`src/rtl/data_memory_hs.sv`:
```
// -----------------------------------------------------------------------------
// data_memory_hs
// Single-port word memory behind a req/ready/ack handshake. One access is in
// flight at a time: a request accepted in IDLE spends WAIT_STATES cycles in
// WAIT, then one cycle in RESP where ack pulses with err and rdata.
//
// Parameters
//   DATA_W      word width in bits (multiple of 8)
//   DEPTH       number of words (power of two)
//   ADDR_W      byte-address width
//   WAIT_STATES extra access cycles (0..15)
//
// Ports
//   clock    in   rising-edge clock
//   reset_n  in   asynchronous active-low reset
//   req      in   access request, sampled only while ready=1
//   we       in   1 = write, 0 = read
//   addr     in   byte address
//   wdata    in   write data
//   byte_en  in   per-byte write enable
//   ready    out  request can be accepted this cycle
//   ack      out  one-cycle completion pulse
//   rdata    out  read data, held until the next successful read
//   err      out  misaligned or out-of-range access, valid with ack
//
// Build option
//   DATA_MEMORY_HS_INIT_EN  when defined, words 0..5 start as
//                           1000, 200, 300, 400, 200, 3 and all others 0.
//
// States
//   ST_IDLE | ready high, waiting for req
//   ST_WAIT | access in progress, down-counter running
//   ST_RESP | ack pulse, memory write / rdata load happened on entry
// -----------------------------------------------------------------------------
module data_memory_hs #(
    parameter int DATA_W      = 32,
    parameter int DEPTH       = 128,
    parameter int ADDR_W      = 12,
    parameter int WAIT_STATES = 2
) (
    input  logic                clock,
    input  logic                reset_n,
    input  logic                req,
    input  logic                we,
    input  logic [ADDR_W-1:0]   addr,
    input  logic [DATA_W-1:0]   wdata,
    input  logic [DATA_W/8-1:0] byte_en,
    output logic                ready,
    output logic                ack,
    output logic [DATA_W-1:0]   rdata,
    output logic                err
);

    localparam int BYTES  = DATA_W / 8;
    localparam int OFF_W  = $clog2(BYTES);
    localparam int MEM_AW = $clog2(DEPTH);
    localparam int CNT_W  = 4;

    typedef enum logic [1:0] {
        ST_IDLE,
        ST_WAIT,
        ST_RESP
    } state_t;

    state_t              r_state;
    logic [CNT_W-1:0]    r_cnt;
    logic                r_ready;
    logic                r_ack;
    logic                r_err;
    logic [DATA_W-1:0]   r_rdata;
    logic                r_we;
    logic [ADDR_W-1:0]   r_addr;
    logic [DATA_W-1:0]   r_wdata;
    logic [BYTES-1:0]    r_be;

`ifdef DATA_MEMORY_HS_INIT_EN
    logic [DATA_W-1:0]   r_mem [DEPTH] = '{
        0: DATA_W'(1000),
        1: DATA_W'(200),
        2: DATA_W'(300),
        3: DATA_W'(400),
        4: DATA_W'(200),
        5: DATA_W'(3),
        default: '0
    };
`else
    logic [DATA_W-1:0]   r_mem [DEPTH];
`endif

    // In IDLE the request fields come straight from the pins, so that with
    // WAIT_STATES=0 the access can complete on its own acceptance edge.
    // Otherwise the captured copies are used.
    logic                w_live;
    logic                w_we;
    logic [ADDR_W-1:0]   w_addr;
    logic [DATA_W-1:0]   w_wdata;
    logic [BYTES-1:0]    w_be;
    logic [ADDR_W:0]     w_index_full;
    logic [MEM_AW-1:0]   w_word;
    logic                w_misaligned;
    logic                w_out_of_range;
    logic                w_bad;
    logic                w_to_resp;
    logic                w_mem_wr;

    assign w_live         = (r_state == ST_IDLE);
    assign w_we           = w_live ? we      : r_we;
    assign w_addr         = w_live ? addr    : r_addr;
    assign w_wdata        = w_live ? wdata   : r_wdata;
    assign w_be           = w_live ? byte_en : r_be;

    // One extra index bit so DEPTH itself is representable in the compare.
    assign w_index_full   = {1'b0, w_addr} >> OFF_W;
    assign w_word         = w_index_full[MEM_AW-1:0];
    assign w_misaligned   = (w_addr & ADDR_W'(BYTES - 1)) != '0;
    assign w_out_of_range = w_index_full >= (ADDR_W + 1)'(DEPTH);
    assign w_bad          = w_misaligned || w_out_of_range;

    assign w_to_resp = ((r_state == ST_IDLE) && req && (WAIT_STATES == 0)) ||
                       ((r_state == ST_WAIT) && (r_cnt == '0));

    // Gating with reset_n keeps a write from landing while reset is held.
    assign w_mem_wr  = reset_n && w_to_resp && w_we && !w_bad;

    always_ff @(posedge clock or negedge reset_n) begin
        if (!reset_n) begin
            r_state <= ST_IDLE;
            r_cnt   <= '0;
            r_ready <= 1'b1;
            r_ack   <= 1'b0;
            r_err   <= 1'b0;
            r_rdata <= '0;
            r_we    <= 1'b0;
            r_addr  <= '0;
            r_wdata <= '0;
            r_be    <= '0;
        end else begin
            r_ack <= 1'b0;
            r_err <= 1'b0;
            case (r_state)
                ST_IDLE: begin
                    if (req) begin
                        r_we    <= we;
                        r_addr  <= addr;
                        r_wdata <= wdata;
                        r_be    <= byte_en;
                        r_ready <= 1'b0;
                        if (WAIT_STATES == 0) begin
                            r_state <= ST_RESP;
                            r_ack   <= 1'b1;
                            r_err   <= w_bad;
                            if (!we && !w_bad) begin
                                r_rdata <= r_mem[w_word];
                            end
                        end else begin
                            r_state <= ST_WAIT;
                            r_cnt   <= CNT_W'(WAIT_STATES - 1);
                        end
                    end
                end
                ST_WAIT: begin
                    if (r_cnt == '0) begin
                        r_state <= ST_RESP;
                        r_ack   <= 1'b1;
                        r_err   <= w_bad;
                        if (!r_we && !w_bad) begin
                            r_rdata <= r_mem[w_word];
                        end
                    end else begin
                        r_cnt <= r_cnt - 1'b1;
                    end
                end
                ST_RESP: begin
                    r_state <= ST_IDLE;
                    r_ready <= 1'b1;
                end
                default: begin
                    r_state <= ST_IDLE;
                    r_ready <= 1'b1;
                end
            endcase
        end
    end

    // Storage has no reset: contents survive reset_n.
    always_ff @(posedge clock) begin
        if (w_mem_wr) begin
            for (int i = 0; i < BYTES; i++) begin
                if (w_be[i]) begin
                    r_mem[w_word][8*i +: 8] <= w_wdata[8*i +: 8];
                end
            end
        end
    end

    assign ready = r_ready;
    assign ack   = r_ack;
    assign err   = r_err;
    assign rdata = r_rdata;

endmodule

```
`config.mk`:
```
export PLATFORM = sky130hd
export DESIGN_NAME = data_memory_hs
export DESIGN_NICKNAME = d
export VERILOG_FILES = /design/src/rtl/data_memory_hs.sv
export SDC_FILE = /design/constraint.sdc
export NUM_CORES = 2
export LEC_CHECK = 0
export ABC_CLOCK_PERIOD_IN_PS = 10200
export CORE_UTILIZATION = 40
export DETAILED_ROUTE_END_ITERATION = 7
export PLACE_DENSITY = 0.57
export SYNTH_ARGS = -nofsm -noshare
export SYNTH_HDL_FRONTEND = slang
export SYNTH_SLANG_ARGS = --single-unit
```
`constraint.sdc`:
```
create_clock -name clock -period 10.2 [get_ports clock]
set_clock_uncertainty 0.15 [all_clocks]
set_input_delay 2.04 -clock clock [delete_from_list [all_inputs] [get_ports clock]]
set_output_delay 2.04 -clock clock [all_outputs]
set_load 0.005 [all_outputs]
```
==> metrics.yaml <==
status: "finished with violations"
violations: "capacitance limit, slew limit"
clk_pin_slew_ps: 60
clk_latency_ps: 1000
setup_viol: 0
hold_start: "r_wdata[23]"
synth_edf_count: 4096
worstSetupStartpoint: "addr[2]"
ys_dominant_reg_cell: "edfxtp_1"
syn_nets: 10310
post-dp-hpwl_um: 317800
numClockSinks: 4186
port_buffers: 86
slew_headroom_pct: -2.315
power_density_nw_per_um2: 314.3
cp-start-kind: "input pin"
yosysWarnings: 0
seqPwrFrac_pct: 39.3
p_switching_w: 0.02136
cts_buffers: 432
grt_pass1_vias: 93880
swShare_pct: 36.93
cap_violations: 1
start_util_pct: 40.31
grt_max_degree: 111
rr_startpoint: "r_state[1]"
ios: 87
power.internal_w: 0.03648
viasPerCell: 6.042
ys_seq_area_share_pct: 76.89
area_growth_pct: 12.95
fp.dieW_um: 640.1
first_pass_iters: 8
fp.dieArea_um2: 409800
syn_avg_cell_area_um2: 15.88
layout_min_cycle_time_ps: 6250
rows: 233
holdCritPathClass: "reg2reg"
cts_max_level: 5
clockBufferDepth: 4
pwr-share-clk_pct: 27.6
holdBufCountCts: 0
grt_use_total_pct: 24.91
ctsResizeCount: 0
totalWireLength_um: 524700
drt_iter0_drc: 12820
fp.coreArea_um2: 404100
syn_area_um2: 162900
combPwrFrac_pct: 33.2
cts_tree: "done"
drc: 0
power.leakage_nw: 58.48
path_max_fanout: 50
vdd_drop_max_uv: 335.2
critical_path_class: "in2reg"
synth_cells: 10260
hold_viol_final: 0
grt_pass1_wl_um: 727600
place_congestion: 0.9046
final_util_pct: 45.54
crit_arrival_ps: 6920
ys_ff_latch: 4186
antenna_left: 0
vias: 97050
period_share_pct: 61.28
crit_required_ps: 10870
dieHeight_um: 640.1
synth.distinct_cells: 65
wl_per_cell_um: 32.67
tightest_slew_ps: 1529
nets: 10330
cts_setup_buffers: 0
final.setup.tns_ps: 0
report.final.slew_viol_count: 9
crit_path_end_kind: "register"
async_reset_ff_share_pct: 2.150
antenna_found_initial: 26
root_buffer: "clkbuf_16"
drive_above_1_share_pct: 9.207
rsz0062_at_grt: "no"
fmax_mhz: 160.0
overflow: 0
[synthesized netlist by cell type (all sizes together) (15+ instances only)]
master | count | area [um2]
a22oi | 370 | 2778
o22a | 17 | 148.9
nor2 | 627 | 2354
a31oi | 85 | 531.8
nand2 | 866 | 3258
o21ai | 605 | 3039
o21a | 15 | 112.6
a2111oi | 50 | 437.9
a222oi | 19 | 190.2
dfrtp | 89 | 2227
clkbuf | 310 | 1164
o211ai | 18 | 135.1
edfxtp | 4096 | 123000
buf | 394 | 2265
mux2i | 1076 | 10770
nand4 | 51 | 319.1
mux2 | 57 | 641.9
a41oi | 53 | 464.2
o41ai | 27 | 236.5
o31ai | 16 | 120.1
a22o | 51 | 446.7
a221oi | 92 | 805.8
a21oi | 395 | 1977
o22ai | 540 | 3403
nand3 | 205 | 1026
[worst max-delay path: stages]
cell	delay (ps)
clkdlybuf4s50_1	560
or3b_4	530
nand2_8	640
buf_4	730
mux2i_1	260
o22ai_1	120
o21ai_0	380
nand4_1	480
a21oi_1	840
a41oi_1	220
[path summary, 6_finish.rpt]
| kind | endpoint | slack [ps] | cells after the start |
|---|---|---|---|
| worst max-delay path | rdata[10] | 3950 | 10 |
| min in group asynchronous | r_addr[9] | 690 | 1 |
| max in group asynchronous | rdata[27] | 7270 | 3 |
| worst max register to register | r_mem[82][31] | 4100 | 7 |
| worst min-delay path | r_wdata[23] | 320 | 2 |
| worst min register to register | r_wdata[23] | 320 | 2 |
[per-layer routing]
metal,GRT usage [%],vias to the layer above,part of all wire [%]
li1,-,40510,-
met1,32.60,50060,38
met2,40.31,5389,47
met3,3.943,1077,8.7
met4,12.74,8,5.8
met5,0,-,0.011
[cells in the final DEF, fill, tap and decap left out, drive strengths merged, types with 18 or more instances in the layout]
| cell type | synthesis | routed |
|---|---|---|
| a41oi | 53 | 53 |
| inv | 10 | 27 |
| o21ai | 605 | 605 |
| clkinv | 0 | 170 |
| clkbuf | 310 | 551 |
| nand2 | 866 | 866 |
| a21oi | 395 | 395 |
| dfrtp | 89 | 89 |
| bufinv | 0 | 52 |
| a22o | 51 | 51 |
| mux2 | 57 | 57 |
| nand4 | 51 | 51 |
| nand3 | 205 | 205 |
| o41ai | 27 | 27 |
| a2111oi | 50 | 50 |
| a31oi | 85 | 85 |
| mux2i | 1076 | 1076 |
| a222oi | 19 | 19 |
| o22ai | 540 | 540 |
| o211ai | 18 | 18 |
| a221oi | 92 | 92 |
| nor2 | 627 | 627 |
| clkdlybuf4s50 | 0 | 85 |
| a22oi | 370 | 370 |
| edfxtp | 4096 | 4096 |
| buf | 394 | 207 |
[state kept, by name, indices dropped and copies added (netlist names), 2 cells and up]
name and cells:
r_addr 12, r_be 4, r_cnt 4, r_mem 4096, r_state 2, r_wdata 32, rdata 32
[layout make-up]
cell class	instances	area, um2
fill	34830	220100
sequential	4186	125300
multi-input combinational	5358	34900
clock buffer	551	11530
tap	5405	6763
timing repair buffer	292	2809
clock inverter	247	2668
inverter	10	37.54
antenna	12	30.03
[cell families after synthesis]
group / count (synthesis) / synth area share [%]
DFF: 4186 / 76.89
AOI/OAI and AO/OA: 2413 / 9.438
and+or+nand+nor: 1810 / 4.520
muxes: 1133 / 7.008
buffers and inverters: 714 / 2.128
xor gates and xnor gates: 1 / 0.005378
adders and majority gates: 1 / 0.007680
[power groups by stage]
| stage | Clock, W | Sequential [W] | Combinational [W] |
|---|---|---|---|
| after floorplan | 0 | 0.0233 | 0.0106 |
| after global placement | 0 | 0.0231 | 0.0185 |
| after detailed placement | 0 | 0.0231 | 0.0188 |
| after CTS | 0.0160 | 0.0227 | 0.0189 |
| after global routing | 0.0167 | 0.0227 | 0.0199 |
| final | 0.0159 | 0.0227 | 0.0192 |
[metrics by stage]
| stage | setup slack (ps) | power, W | cell area (um2) | std cells | hold slack (ps) |
|---|---|---|---|---|---|
| 2_1_floorplan | 5334 | 0.03397 | 162900 | 10260 | 295.5 |
| 3_3_place_gp | 3005 | 0.04158 | 169700 | 15250 | 308.7 |
| 3_5_place_dp | 2954 | 0.04191 | 169700 | 15250 | 312.9 |
| 4_1_cts | 4017 | 0.05763 | 183900 | 16050 | 328.3 |
| 5_1_grt | 3818 | 0.05930 | 184000 | 16050 | 339.7 |
| 6_report | 3950 | 0.05783 | 184000 | 16060 | 324.2 |
Note: power is estimated with default switching activity, not from simulation.
